### src/rtl/ps_pkg.sv
// rtl/ps_pkg.sv - shared types and defaults for the program sequencer run control
package ps_pkg;

  localparam int ADDR_W_DEF = 8;
  localparam int CNT_W_DEF  = 16;

  typedef enum logic [2:0] {
    IDLE   = 3'd0,
    BOOT   = 3'd1,
    RUN    = 3'd2,
    HALTED = 3'd3,
    STEP   = 3'd4
  } run_state_t;

endpackage

### src/rtl/sat_counter.sv
// rtl/sat_counter.sv - up counter with synchronous clear that sticks at all-ones
module sat_counter #(
  parameter int W = 16
) (
  input  logic         clk,
  input  logic         reset_n,
  input  logic         clear,
  input  logic         enable,
  output logic [W-1:0] count
);

  always_ff @(posedge clk or negedge reset_n) begin
    if (!reset_n) begin
      count <= '0;
    end else if (clear) begin
      count <= '0;
    end else if (enable && (count != '1)) begin
      count <= count + W'(1);
    end
  end

endmodule

### src/rtl/ps_run_control.sv
// rtl/ps_run_control.sv - run/halt/step/breakpoint control for the program sequencer
// Owns sequencer sync_reset, pc hold, the zero flag and the executed-instruction counter.
module ps_run_control
  import ps_pkg::*;
#(
  parameter int ADDR_W      = ADDR_W_DEF,
  parameter int CNT_W       = CNT_W_DEF,
  parameter int BOOT_CYCLES = 2
) (
  input  logic              clk,
  input  logic              reset_n,
  input  logic              start,
  input  logic              halt_req,
  input  logic              step_req,
  input  logic              soft_reset,
  input  logic              bp_en,
  input  logic [ADDR_W-1:0] bp_addr,
  input  logic [ADDR_W-1:0] pm_addr,
  input  logic              alu_we,
  input  logic              alu_zero,
  output logic              sync_reset,
  output logic              ps_hold,
  output logic              dont_jmp,
  output logic              bp_hit,
  output logic [2:0]        run_state,
  output logic [CNT_W-1:0]  instr_count
);

  localparam int BW = $clog2(BOOT_CYCLES + 1);

  run_state_t    state;
  logic [BW-1:0] boot_cnt;
  logic          boot_entry;
  logic          executing;
  logic          bp_match;

  assign executing = (state == RUN) || (state == STEP);
  assign bp_match  = bp_en && (pm_addr == bp_addr);

  // soft_reset is deliberately not a boot cause from IDLE or while already booting
  always_comb begin
    boot_entry = 1'b0;
    case (state)
      IDLE:              boot_entry = start;
      RUN, HALTED, STEP: boot_entry = soft_reset;
      default:           boot_entry = 1'b0;
    endcase
  end

  always_ff @(posedge clk or negedge reset_n) begin
    if (!reset_n) begin
      state    <= IDLE;
      boot_cnt <= '0;
      dont_jmp <= 1'b0;
      bp_hit   <= 1'b0;
    end else begin
      if (executing && alu_we) begin
        dont_jmp <= alu_zero;
      end
      if (boot_entry) begin
        state    <= BOOT;
        boot_cnt <= '0;
        dont_jmp <= 1'b0;
        bp_hit   <= 1'b0;
      end else begin
        case (state)
          IDLE: state <= IDLE;
          BOOT: begin
            if (boot_cnt == BW'(BOOT_CYCLES - 1)) begin
              state <= RUN;
            end else begin
              boot_cnt <= boot_cnt + BW'(1);
            end
          end
          RUN: begin
            if (halt_req) begin
              state  <= HALTED;
              bp_hit <= 1'b0;
            end else if (bp_match) begin
              state  <= HALTED;
              bp_hit <= 1'b1;
            end
          end
          HALTED: begin
            if (start) begin
              state <= RUN;
            end else if (step_req) begin
              state <= STEP;
            end
          end
          STEP:    state <= HALTED;
          default: state <= IDLE;
        endcase
      end
    end
  end

  assign sync_reset = (state == IDLE) || (state == BOOT);
  assign ps_hold    = (state == IDLE) || (state == HALTED);
  assign run_state  = state;

  sat_counter #(.W(CNT_W)) u_instr_count (
    .clk     (clk),
    .reset_n (reset_n),
    .clear   (boot_entry),
    .enable  (executing),
    .count   (instr_count)
  );

endmodule

### config.mk
export PLATFORM = sky130hd
export DESIGN_NAME = ps_run_control
export DESIGN_NICKNAME = d
export VERILOG_FILES = /design/src/rtl/ps_pkg.sv /design/src/rtl/sat_counter.sv /design/src/rtl/ps_run_control.sv
export SDC_FILE = /design/constraint.sdc
export NUM_CORES = 1
export LEC_CHECK = 0
export CORE_UTILIZATION = 30
export CTS_CLUSTER_DIAMETER = 80
export DETAILED_ROUTE_END_ITERATION = 10
export PLACE_DENSITY = 0.67
export SLEW_MARGIN = 20
export SYNTH_ARGS = -nofsm -noshare
export SYNTH_HDL_FRONTEND = slang
export SYNTH_SLANG_ARGS = --single-unit
export TNS_END_PERCENT = 5
### constraint.sdc
create_clock -name clk -period 1.8 [get_ports clk]
set_clock_uncertainty 0.1 [all_clocks]
set_input_delay 0.36 -clock clk [delete_from_list [all_inputs] [get_ports clk]]
set_output_delay 0.36 -clock clk [all_outputs]
set_load 0.01 [all_outputs]
==> run_results.csv <==
group,metric,value,unit
outcome,status,"finished, final reports clean",
flow_run,maxCapViolCount,0,
layout,final_common_cell,"clkdlybuf4s50_1",
global_route,antenna_found_initial,0,
logic_synthesis,syn_area,0.00138,mm^2
layout,layout.cells.non_filler,286,
sta,tightest_slew,452,ps
cts,clockRootBuffer,"clkbuf_8",
global_route,grt_usage,15.4,%
placement,gp_congestion,0.890,
global_route,grt_pass1_wl,6100,um
layout,layout_common_cells,"clkdlybuf4s50_1 (38), buf_4 (34), dfrtp_1 (20)",
worst_setup_path,critical-path-top-delay-family,"buffers and inverters",
worst_setup_path,cpPeakStageDelay,570,ps
layout,syn_to_final_growth,61.9,%
worst_setup_path,crit_arrival,1290,ps
sta,drv_slew,0,
logic_synthesis,synth-seq-cells,23,
layout,fin_nets,262,
cts,cts-buffers-inserted,3,
die,die-area,0.00486,mm^2
cts,cts_tree,"done",
worst_setup_path,startpoint,"run_state[0]",
sta,finalHoldViolCount,0,
logic_synthesis,synthCells,154,
cts,clkSlewWorstSetupHoldPaths,90,ps
logic_synthesis,synth-seq-area-share,41.8,%
detailed_routing,drt_iter0_markers,37,
worst_setup_path,worstSetupEndpointType,"primary output",
placement,hpwl,2730,um
die,rows,24,
detailed_routing,drt-pass1-iter-count,4,
worst_hold_path,hold_class,"in2async",
worst_setup_path,slowest_stage,"clkdlybuf4s50_1",
global_route,grt_max_degree,24,
power_and_ir_drop,finalPower,1810,uW
logic_synthesis,yosys_warnings,0,
detailed_routing,drc_errors,0,
layout,fill_cells,428,
die,die_y,69.7,um
logic_synthesis,synth.avg_cell_area,8.94,um^2
sta,rsz0062_at_grt,"yes",
worst_setup_path,crit_chain,"clkdlybuf4s50_1",
sta,timing.final.crit_share,97.2,%
worst_setup_path,critical_path_class,"reg2out",
power_and_ir_drop,peakVddDrop,0.000501,V
worst_setup_path,required,1340,ps
cts,insertion_delay,270,ps
layout,drive_above_1_share,21.8,%
detailed_routing,detail-route-antenna-nets,0,
placement,port_buffers,47,
placement,dp.cells,282,
worst_setup_path,crit_fanout,8,
die,core_area,0.00438,mm^2
power_and_ir_drop,total_leakage_power,0.00104,uW
worst_setup_path,r2r_cells,5,
die,die-width,69.7,um
logic_synthesis,syn-num-nets,181,
worst_setup_path,reg2reg_slack,90,ps
cts,cts_max_path_buffers,2,
power_and_ir_drop,power_density,813,mW/mm^2
layout,diodes,0,
worst_setup_path,r2r-start,"u_instr_count.count[13]",
die,ios,48,
global_route,overflow,0,
detailed_routing,vias,1400,
detailed_routing,wl,3480,um
worst_setup_path,r2r_end,"u_instr_count.count[5]",
sta,setup_viol,0,
sta,relSlewSlack,69.7,%
sta,max_freq,572,MHz
worst_setup_path,startpoint_type,"register",
detailed_routing,wl_per_cell,12.2,um
logic_synthesis,netlist-cell-type-count,37,
cts,clkSinkCount,23,
sta,min_period,1750,ps
worst_setup_path,path_buf_inv,1,
cts,cts_setup_buffers,0,
global_route,grt_pass1_vias,1323,
detailed_routing,viasPerCell,4.90,
die,initial_core_util,31.4,%
cts,h-tree-depth,1,
-- stage by stage --
stage | setup TNS [ps] | setup slack, ps | cell area (um^2) | hold WS [ps] | util (%)
4_1_cts | 0 | 4.82 | 2200 | 351 | 50.2
5_1_grt | -117 | -39.2 | 2230 | 356 | 50.8
3_3_place_gp | -2520 | -173 | 2150 | 374 | 49.1
2_1_floorplan | -86.1 | -86.1 | 1380 | -35.6 | -
6_report | 0 | 50.2 | 2230 | 333 | 50.8
3_5_place_dp | -2950 | -183 | 2150 | 389 | 49.1
-- where the power goes --
| group | internal [uW] | switching [uW] | total, uW | leakage, uW |
|---|---|---|---|---|
| clock network | 155 | 175 | 330 | 0.0000255 |
| logic | 432 | 405 | 838 | 0.000700 |
| registers | 583 | 59.4 | 643 | 0.000310 |
-- registers in the layout (all words and copies together) (netlist names) --
| register | count |
|---|---|
| u_instr_count.count | 16 |
| run_state | 3 |
| boot_cnt | 2 |
| bp_hit | 1 |
| dont_jmp | 1 |
-- layer usage --
| metal | up-vias | routed length, um | track usage [%] |
|---|---|---|---|
| li1 | 707 | - | - |
| met3 | 5 | 130 | 1.74 |
| met4 | 0 | 31 | 4.67 |
| met1 | 651 | 1620 | 21.3 |
| met5 | - | 0 | 0 |
| met2 | 37 | 1700 | 25.2 |
-- cell families (layout without fill, tap and decap cells) --
family / after synthesis / after routing / synth area share, %
buf+inv: 9 / 89 / 2.73
simple gates: 69 / 69 / 25.5
compound gates: 28 / 28 / 13.4
flops: 23 / 23 / 41.8
xor+xnor: 21 / 21 / 13.4
mux: 2 / 2 / 1.45
fa+ha+maj: 2 / 2 / 1.82
-- worst max path at each step --
stage	slack [ps]	cells past startpoint	end
after floorplan	-90	6	u_instr_count.count[5]
after global placement	-170	6	u_instr_count.count[5]
after detailed placement	-180	6	u_instr_count.count[5]
after CTS	5	4	ps_hold
after global routing	-40	6	u_instr_count.count[8]
final	50	1	run_state[0]
-- cell type report --
type	count	area (um^2)	share of cell area, %
multi-input cells	122	785	35.2
inverters	3	11.3	0.505
clock buffers	3	41.3	1.85
clock inverters	1	5.00	0.225
well taps	52	65.1	2.92
flip-flops and latches	23	579	26.0
repair buffers	82	742	33.3
-- what timing repair did --
action,CTS,global route
hold endpoints to repair,0,0
endpoints found under the setup margin,10,23
hold buffers,0,0
resized for setup,7,13
-- synthesized netlist by cell type --
cell       number  area (um^2)
o21ai_1         3         15.0
nand2b_1        2         12.5
and3_1          3         18.8
o211ai_1        1         7.51
a211o_1         2         17.5
xnor2_1        14          123
a31o_2          1         8.76
nor2_1         19         71.3
xor2_1          7         61.3
nand3_1        10         50.1
nor3_1          2         10.0
dfrtp_1        23          576
nand2_1        16         60.1
a41oi_1         1         8.76
or2_0           1         6.26
clkbuf_1        3         11.3
or3b_1          1         8.76
buf_2           3         15.0
a31oi_1         2         12.5
and4_1          3         26.3
nor4b_1         1         8.76
nand4_1         4         25.0
o21ai_0         4         20.0
nor2b_1         1         6.26
nor3_2          1         10.0
inv_1           3         11.3
ha_1            2         25.0
nand4b_1        1         8.76
a311oi_1        1         8.76
and2_1          1         6.26
a21oi_1         8         40.0
nor3b_1         1         7.51
mux2i_1         2         20.0
a211oi_1        4         30.0
a2111oi_2       1         15.0
or3_1           1         6.26
or4_1           1         7.51
Power figures use the tool's default switching activity.
